## src/rtl/uart_pkg.sv

```systemverilog
// Shared UART definitions: receiver state encoding and the standard baud divisor.
package uart_pkg;

  typedef enum logic [1:0] {IDLE, START, DATA, STOP} rx_state_t;

  // 50 MHz / 19200 baud; uart_tx uses the same value.
  localparam int BAUD_DIV_19200 = 2604;

endpackage

```

## src/rtl/uart_cmd_rx_synch.sv

```systemverilog
// RX metastability synchroniser (two flops, preset high) plus a falling-edge detect flop.
module rx_synch (
  input  logic clk,
  input  logic rst,
  input  logic rx,
  output logic rx_s,
  output logic rx_fall
);

  logic ff1, ff2, ff3;

  // Preset to 1 so a reset line reads as idle and never fakes a start edge.
  always_ff @(posedge clk or posedge rst) begin
    if (rst) begin
      ff1 <= 1'b1;
      ff2 <= 1'b1;
      ff3 <= 1'b1;
    end else begin
      ff1 <= rx;
      ff2 <= ff1;
      ff3 <= ff2;
    end
  end

  assign rx_s    = ff2;
  assign rx_fall = ff3 & ~ff2;

endmodule

```

## src/rtl/uart_cmd_rx.sv

```systemverilog
// 8N1 UART receiver for the BLE command stream, with rdy/clr_rdy handshake and sticky errors.
module uart_cmd_rx
  import uart_pkg::*;
#(
  parameter int BAUD_DIV  = BAUD_DIV_19200,
  parameter int DATA_BITS = 8
) (
  input  logic                 clk,
  input  logic                 rst,
  input  logic                 RX,
  input  logic                 clr_rdy,
  output logic [DATA_BITS-1:0] rx_data,
  output logic                 rdy,
  output logic                 frm_err,
  output logic                 ovr_err
);

  localparam int BW = $clog2(BAUD_DIV);
  localparam int CW = $clog2(DATA_BITS + 2);

  localparam logic [BW-1:0] BAUD_LD  = BW'(BAUD_DIV - 1);
  localparam logic [BW-1:0] HALF_LD  = BW'(BAUD_DIV / 2 - 1);
  localparam logic [CW-1:0] LAST_BIT = CW'(DATA_BITS - 1);

  rx_state_t            state;
  logic [BW-1:0]        baud_cnt;
  logic [CW-1:0]        bit_cnt;
  logic [DATA_BITS-1:0] shreg;
  logic                 rx_s, rx_fall;
  logic                 tick, stop_good, stop_bad;

  rx_synch u_synch (
    .clk     (clk),
    .rst     (rst),
    .rx      (RX),
    .rx_s    (rx_s),
    .rx_fall (rx_fall)
  );

  // Sample strobe: baud counter expired, so we are at the centre of a bit.
  assign tick      = (baud_cnt == '0);
  assign stop_good = (state == STOP) && tick &&  rx_s;
  assign stop_bad  = (state == STOP) && tick && !rx_s;

  // Frame sequencing: start-edge qualify, data shift, stop sample.
  always_ff @(posedge clk or posedge rst) begin
    if (rst) begin
      state    <= IDLE;
      baud_cnt <= '0;
      bit_cnt  <= '0;
      shreg    <= '0;
    end else begin
      case (state)
        IDLE: begin
          if (rx_fall) begin
            baud_cnt <= HALF_LD;
            state    <= START;
          end
        end
        START: begin
          if (tick) begin
            // A high line at mid-start-bit is a glitch; drop back silently.
            if (!rx_s) begin
              baud_cnt <= BAUD_LD;
              bit_cnt  <= '0;
              state    <= DATA;
            end else begin
              state <= IDLE;
            end
          end else begin
            baud_cnt <= baud_cnt - 1'b1;
          end
        end
        DATA: begin
          if (tick) begin
            // LSB arrives first, so shifting in from the top leaves it at bit 0.
            shreg    <= {rx_s, shreg[DATA_BITS-1:1]};
            bit_cnt  <= bit_cnt + CW'(1);
            baud_cnt <= BAUD_LD;
            if (bit_cnt == LAST_BIT) state <= STOP;
          end else begin
            baud_cnt <= baud_cnt - 1'b1;
          end
        end
        STOP: begin
          // Leaving at mid-stop-bit lets a back-to-back start edge be caught.
          if (tick) state <= IDLE;
          else      baud_cnt <= baud_cnt - 1'b1;
        end
        default: state <= IDLE;
      endcase
    end
  end

  // Output byte and flags; a completing frame overrides a same-cycle clr_rdy.
  always_ff @(posedge clk or posedge rst) begin
    if (rst) begin
      rx_data <= '0;
      rdy     <= 1'b0;
      frm_err <= 1'b0;
      ovr_err <= 1'b0;
    end else begin
      if (clr_rdy) begin
        rdy     <= 1'b0;
        frm_err <= 1'b0;
        ovr_err <= 1'b0;
      end
      if (stop_good) begin
        rx_data <= shreg;
        rdy     <= 1'b1;
        frm_err <= 1'b0;
        if (rdy && !clr_rdy) ovr_err <= 1'b1;
      end else if (stop_bad) begin
        frm_err <= 1'b1;
      end
    end
  end

endmodule
```

## config.mk

```make
export PLATFORM = sky130hd
export DESIGN_NAME = uart_cmd_rx
export DESIGN_NICKNAME = d
export VERILOG_FILES = /design/src/rtl/uart_pkg.sv /design/src/rtl/uart_cmd_rx_synch.sv /design/src/rtl/uart_cmd_rx.sv
export SDC_FILE = /design/constraint.sdc
export NUM_CORES = 1
export LEC_CHECK = 0
export ABC_AREA = 1
export CORE_MARGIN = 8
export CORE_UTILIZATION = 32
export DETAILED_ROUTE_END_ITERATION = 6
export GPL_ROUTABILITY_DRIVEN = 1
export SYNTH_ARGS = -nofsm -noshare
export SYNTH_HDL_FRONTEND = slang
export SYNTH_SLANG_ARGS = --single-unit
```

## constraint.sdc

```tcl
create_clock -name clk -period 3.67 [get_ports clk]
set_clock_uncertainty 0.05 [all_clocks]
set_input_delay 0.734 -clock clk [delete_from_list [all_inputs] [get_ports clk]]
set_output_delay 0.734 -clock clk [all_outputs]
set_load 0.03 [all_outputs]
```

---- Word level (Yosys, flattened, before mapping) ----
Cells that the tools add are included.
storage, ports and cells
  output and inout bits ................... 11
  word-level logic and storage cells ...... 66
  bits in registers ....................... 40
  input port bits ......................... 4
cells by class
  $add $sub $neg .......................... 2
  bitwise logic cells ..................... 2
  reductions and logical operators ........ 15
  equality and inequality tests ........... 12
  mux-type cells .......................... 24
operator list
  kind                                                                  number
  12-bit 2-to-1 mux                                                     5
  12-bit case mux with 4 select lines                                   1
  2-bit inequality test, second input constant                          7
  12-bit zero test                                                      1
  2-bit 2-to-1 mux                                                      6
  4-bit 2-to-1 mux                                                      3
  12-bit by 1-bit subtractor with 12-bit output, second input constant  1
  2-bit case mux with 4 select lines                                    1
  4-bit case mux with 2 select lines                                    1
  1-bit 2-to-1 mux                                                      7
  5-bit AND reduction                                                   1
  4-bit by 1-bit adder with 4-bit output, second input constant         1
  2-bit == test, second input constant                                  2
  4-bit by 3-bit == test with 1-bit output, second input constant       1
  1-bit logical AND                                                     4
  4-bit AND reduction                                                   1
  2-bit nonzero test                                                    2
  3-bit inequality test, second input constant                          1
  3-bit AND reduction                                                   1
  3-bit nonzero test                                                    1
  2-bit by 1-bit == test with 1-bit output, second input constant       1
  1-bit zero test                                                       2
  2-bit zero test                                                       1
  2-bit AND reduction                                                   1
  2 further kinds                                                       2

---- Longest topological paths before layout ----
Gate-level depths: netlist of run 1.
  depth after elaboration ................. 5
  mapped depth ............................ 11
  gate-level depth less buffers ........... 11

---- Hierarchy ----
From an unflattened synthesis of run 1, not the netlist that was laid out.
unflattened totals
  cells, all modules ...................... 280
  area, all modules ....................... 2,278.4 sq um
modules (own cells, without submodules)
  module       times used  seq. area each (sq um)  area each (sq um)  cells an instance
  uart_cmd_rx  1           925.9                   2,185.8            274
  rx_synch     1           78.8                    92.6               6

---- Least setup slack after synthesis of run 1 ----
Ideal clock, no wire load.
  path kind ............................... reg2reg
  start ................................... register baud_cnt[0]
  end ..................................... register baud_cnt[6]
  library setup time ...................... 0.118 ns
  stages on the path, launching flop included .. 11
  data arrival time ....................... 1.483 ns
  data required time ...................... 3.502 ns
  clock period less this slack ............ 1.652 ns
  path slack .............................. 2.018 ns
  cells stage by stage .................... dfrtp_1 -> inv_1 -> ha_1 -> nand3_1 -> nor2_4 -> nand3_2 -> nor2_4 -> nor2_4 -> buf_6 -> nand3_1 -> nand2_1
between the ends
  cells in the longest elaborated chain, start to end .. 3
ends and longest elaborated chain
  what                                                                                      line               RTL
  from (decl)                                                                               uart_cmd_rx.sv:26  logic [BW-1:0] baud_cnt;
  from (signal assigned)                                                                    uart_cmd_rx.sv:71  baud_cnt <= baud_cnt - 1'b1;
  from (signal assigned)                                                                    uart_cmd_rx.sv:82  baud_cnt <= baud_cnt - 1'b1;
  from (signal assigned)                                                                    uart_cmd_rx.sv:88  else baud_cnt <= baud_cnt - 1'b1;
  12-bit by 1-bit subtractor with 12-bit output / 12-bit zero test (equally long branches)  -
  12-bit 2-to-1 mux, or another cell as far along                                           uart_cmd_rx.sv:87  if (tick) state <= IDLE;
  12-bit case mux with 4 select lines / 3-bit AND reduction (equally long branches)         -
Parallel ways exist; a longest one is shown, timed or not. The select of a mux whose other input is x is not followed.
A chain may end at the register's enable or synchronous reset.

---- Worst setup path in the final report of run 1 ----
  start ................................... register rx_data[4]
  end ..................................... output rx_data[4]
RTL lines
  what                    line                RTL
  from (decl)             uart_cmd_rx.sv:12   output logic [DATA_BITS-1:0] rx_data,
  from (signal assigned)  uart_cmd_rx.sv:109  rx_data <= shreg;
No word-level cell between the ends.

==> reports/qor.txt, run 1 <==
Largest net degree at the start of global routing: 41
Area leader, netlist: dfrtp_1
FP Rows: 30
Top post-synthesis cells by count: nand2_1, dfrtp_1, inv_1
Net Count, Synth: 288
Synth Cell Area: 2202 um2
Share of layout cells above drive strength 1: 12.50%
Buffers & Inverters on Critical Path: 1
Final Power: 1.723 mW
Post-CTS setup repair buffer count: 0
Crit Path Class: flip-flop to output port
Worst setup EP type: output port
Vias/cell: 4.668
Final setup viols: 0
CTS Buf Count: 5
Post-synth EDFFs: 0
Root buffer cell: clkbuf_8
Leak: 1.161 nW
CTS H-tree depth: 2
Post-Syn Instances: 276
Routed len/inst: 12.18 um
Unique masters post-synth: 26
CTS tree: built
Hpwl dp: 3369 um
Pre-Repair DR Iteration Count: 4
Nets: 307
CP peak stage delay: 0.67 ns
Async S/R FF share, synth: 100.0%
Outcome: finished clean
CP Data Arrival Time: 1.33 ns
Area contributors post-synth: dfrtp_1, nand2_1, inv_1
Achievable Freq: 473.0 MHz
Clk slew on worst S/H paths: 0.08 ns
Slew Limit Fails: 0
Post-layout min period: 2.114 ns
Seq cells post-synth: 40
Core area: 6719 um2
CP Cell Sequence: clkdlybuf4s50_1
Drt drc: 0
# diodes: 0
Share of the synthesized area in the top cell type: 42.05%
Ys flop type: dfrtp_1
Final WL: 4578 um
Final hold violations: 0
# fillers: 671
Most common cell in the synthesized netlist: nand2_1
Final GP Congestion: 0.8716
Die area: 9792 um2
Setup crit start kind: flip-flop
Die Height: 98.96 um
Initial drt markers: 78
Setup TNS: 0 ns
Final ANT Viol Nets: 0
Critical path's slowest cell: clkdlybuf4s50_1
CTS Hold Buffers Added: 0
GRT Residual Overflow: 0
Hold/Removal Path Class: flip-flop to flip-flop
Avg Cell Area, Syn: 7.979 um2
VDD IR max: 217.1 uV
Final Cycle Share: 57.61%
Vias in the first global route: 1802
Die X: 98.96 um
RSZ-0062 raised after global routing: no
GRT Total Usage: 10.24%
Max Cap Viol: 0
CP max FO: 2
# clock sinks: 40
PD cells: 682.2 nW/um2
Post_cts resized: 0
Tightest Pin Transition: 0.5005 ns
Antenna violations before repair: 0
Crit path max-delay family: buffers and inverters
Global-route wire length before repair: 8204 um
Initial Utilization: 32.77%
Worst-skew pair later-pin latency: 0.30 ns
Layout area overhead: 14.72%
Syn. warnings: 0
CP required: 2.89 ns
Clock Path Buffers: 2
I/O pin count: 15
I/O Buffers: 14
Slew HR: 66.63%
Seq/Total Area, Yosys: 45.63%
Vias: 1755
metal layers:
layer	track usage [%]	wire length [um]
met5	0	0
met4	4.723	84
met3	2.396	147
met2	15.96	2045
met1	13.06	2302
placed cells by master (no fill, tap or decap):
master,instances
buf_4,1
nand4_1,4
a21oi_1,1
xor2_1,5
nand3_2,3
nor2_4,5
nand3_1,22
nor2_1,18
o21bai_1,1
clkbuf_8,6
nand3b_1,1
dfstp_2,3
nand2_2,1
or2_2,2
nand2_4,1
o21ai_2,6
nand2_1,80
nand4_2,1
clkinv_1,1
o21ai_1,10
dfrtp_1,37
clkinvlp_4,2
inv_1,33
nor2_2,3
clkdlybuf4s50_1,14
inv_2,3
o21ai_0,24
ha_1,8
final timing paths:
kind	end	from	slack, ns	depth (start not counted)
max	rx_data[4]	rx_data[4]	1.56	1
min	u_synch.rx_s	u_synch.ff1	0.31	0
max reg2reg	baud_cnt[9]	baud_cnt[0]	1.76	10
min reg2reg	u_synch.rx_s	u_synch.ff1	0.31	0
max in group asynchronous	u_synch.ff3	rst	2.39	3
min in group asynchronous	baud_cnt[9]	rst	0.81	3
cells by family after synthesis:
logic type / count (synthesis) / share of synthesized area [%]
buffers and inverters: 40 / 7.273
AND/OR/NAND/NOR: 141 / 29.89
adder cells (fa/ha/maj): 8 / 4.546
XOR/XNOR: 5 / 1.989
flip-flops: 40 / 45.63
AO/OA/AOI/OAI: 42 / 10.68
flip-flops by register name, indices dropped and copies added (netlist names), named ones only:
register,cells
baud_cnt,12
bit_cnt,4
frm_err,1
ovr_err,1
rdy,1
rx_data,8
shreg,8
state,1
u_synch.ff1,1
u_synch.ff3,1
u_synch.rx_s,1
final cells by class:
class	count	area, um2	area share [%]
Multi-Input combinational cell	196	1037	41.06
Sequential cell	40	1005	39.77
Timing Repair Buffer	15	147.6	5.844
Clock inverter	2	15.01	0.5944
Tap cell	80	100.1	3.962
Clock buffer	6	82.58	3.269
Inverter	37	138.9	5.498
per-stage QoR:
| step | worst slack (ns) | hold slack [ns] | instance area, um2 | std cells | util, % |
|---|---|---|---|---|---|
| floorplan | 1.973 | 0.2952 | 2202 | 276 | - |
| global placement | 1.851 | 0.2963 | 2429 | 368 | 36.15 |
| detailed placement | 1.762 | 0.2975 | 2429 | 368 | 36.15 |
| CTS | 1.533 | 0.3104 | 2526 | 376 | 37.60 |
| global route | 1.498 | 0.3116 | 2526 | 376 | 37.60 |
| finish | 1.556 | 0.3086 | 2526 | 376 | 37.60 |
where the power goes:
part	switching [mW]	internal, mW	total, mW	leakage (nW)
clock	0.163	0.152	0.315	0.0434
combinational	0.548	0.265	0.812	0.585
sequential	0.0836	0.512	0.596	0.533
total	0.794	0.929	1.72	1.16
Note: power is estimated with default switching activity, not from simulation.
==> inputs of run 2 (changes only) <==
- clock period: 3.67 -> 2.1 ns (I/O delays scaled with it)
==> run 2 against run 1 <==
Final cell count increased by 0.27%. Power increased by 82%. Worst setup slack got worse by 1.3 ns. First-iteration DRC count increased by 49%. Combinational power increased by 79%. Die area unchanged. Critical path type is now flip-flop to flip-flop. Routed wire length increased by 0.81%. Clock power increased by 110%. Clock-buffer cell count decreased by 1. Sequential share of layout area decreased by 0.58 points. Sequential power increased by 73%. Hold slack about the same.
==> reports/qor.txt, run 2 (synthesis results as in run 1) <==
Outcome: finished clean
Largest registers: baud_cnt x12, rx_data x8, shreg x8
FF-to-FF setup slack: 0.22 ns
GRT Total Usage: 10.18%
Hpwl dp: 3377 um
Global-route wire length before repair: 8100 um
Leak: 1.181 nW
Root buffer cell: clkbuf_8
Final setup viols: 0
Hold EP: u_synch.rx_s
Crit Path Class: flip-flop to flip-flop
# diodes: 0
Vias: 1773
Final hold violations: 0
Vias/cell: 4.703
RSZ-0062 raised after global routing: no
PD cells: 1225 nW/um2
Die area: 9792 um2
R2r startpoint: baud_cnt[0]
Share of layout cells above drive strength 1: 12.79%
Drt drc: 0
Most frequent cells in the layout: nand2_1, dfrtp_1, inv_1
Antenna violations before repair: 0
Post-route setup slack: 0.2182 ns
CTS Buf Count: 5
DP Worst Slack: 0.2459 ns
Clock Path Buffers: 2
Tightest Pin Transition: 0.4674 ns
Post_cts resized: 0
Max Cap Viol: 0
Hold Startpoint: u_synch.ff1
CTS H-tree depth: 2
Setup crit start kind: flip-flop
Layout area overhead: 16.42%
I/O Buffers: 14
Core area: 6719 um2
GRT Residual Overflow: 0
Post-route cell area: 2564 um2
Final Cycle Share: 89.61%
Worst setup EP type: flip-flop
FP Rows: 30
Largest net degree at the start of global routing: 41
Clk slew on worst S/H paths: 0.09 ns
I/O pin count: 15
Setup TNS: 0 ns
Die X: 98.96 um
Post-layout min period: 1.882 ns
RR Endpoint: baud_cnt[0]
Post-DP Area: 2449 um2
Final WL: 4615 um
CTS Hold Buffers Added: 0
# fillers: 683
Die Height: 98.96 um
Post-CTS setup repair buffer count: 0
Routed len/inst: 12.24 um
Reg2Reg Depth: 10
VDD IR max: 536.4 uV
Worst-skew pair later-pin latency: 0.30 ns
Vias in the first global route: 1781
Initial Utilization: 32.77%
# clock sinks: 40
Slew Limit Fails: 0
Final ANT Viol Nets: 0
Nets: 308
Final Power: 3.142 mW
Biggest register: baud_cnt
Pre-Repair DR Iteration Count: 4
CP required: 2.24 ns
Final GP Congestion: 0.8939
CTS tree: built
Hold/Removal Path Class: flip-flop to flip-flop
CP Data Arrival Time: 2.02 ns
Largest register FFs: 12
Hold depth: 0
Achievable Freq: 531.4 MHz
Slew HR: 68.77%
CP max FO: 12
Initial drt markers: 116
Final Hold Slack: 0.3085 ns
Commonest non-fill, non-tap cell in the layout: nand2_1
run 2: changes by cell type in the layout (fill, tap and decap cells not counted):
cell,before,now
inv_6,0,1
clkbuf_8,6,5
buf_12,0,1
bufinv_16,0,1
clkinvlp_4,2,1
run 2: through the flow:
stage | std cells | utilization, %
CTS | 377 | 38.16
global route | 377 | 38.16
detailed placement | 369 | 36.44
finish | 377 | 38.16
floorplan | 276 | -
global placement | 369 | 36.44
run 2: worst max-delay path, stage by stage (launching register included):
cell     delay, ns
dfrtp_1       0.40
inv_1         0.15
ha_1          0.22
nand3_1       0.13
nor2_4        0.20
nand3_2       0.10
nor2_4        0.11
nor2_4        0.06
buf_4         0.18
o21ai_0       0.10
o21ai_2       0.07
run 2: metal layers:
metal	wire length (um)	GRT usage, %	vias to the layer above
met5	0	0	-
met2	2151	16.42	28
met3	135	2.326	5
li1	-	-	920
met4	38	3.424	0
met1	2291	13.01	820
run 2: worst max-delay path by stage:
stage / start / to / slack, ns / cells after the start
2_1_floorplan: baud_cnt[0] / baud_cnt[6] / 0.45 / 10
3_3_place_gp: baud_cnt[0] / baud_cnt[0] / 0.28 / 10
3_5_place_dp: baud_cnt[0] / baud_cnt[0] / 0.25 / 10
4_1_cts: baud_cnt[0] / baud_cnt[0] / 0.23 / 10
5_1_grt: baud_cnt[0] / baud_cnt[10] / 0.09 / 11
6_report: baud_cnt[0] / baud_cnt[0] / 0.22 / 10
run 2: area by class of cell:
cell class / instances / area (um2) / share of cell area (%)
clock inverter: 3 / 46.29 / 1.806
multi-input combinational: 196 / 1037 / 40.46
tap: 80 / 100.1 / 3.904
sequential: 40 / 1005 / 39.19
timing repair buffer: 16 / 167.7 / 6.540
clock buffer: 5 / 68.82 / 2.684
inverter: 37 / 138.9 / 5.417
run 2: power by group:
part,switching (mW),internal (mW)
Combinational,0.971,0.478
Sequential,0.139,0.896
Clock,0.299,0.358
Total,1.41,1.73
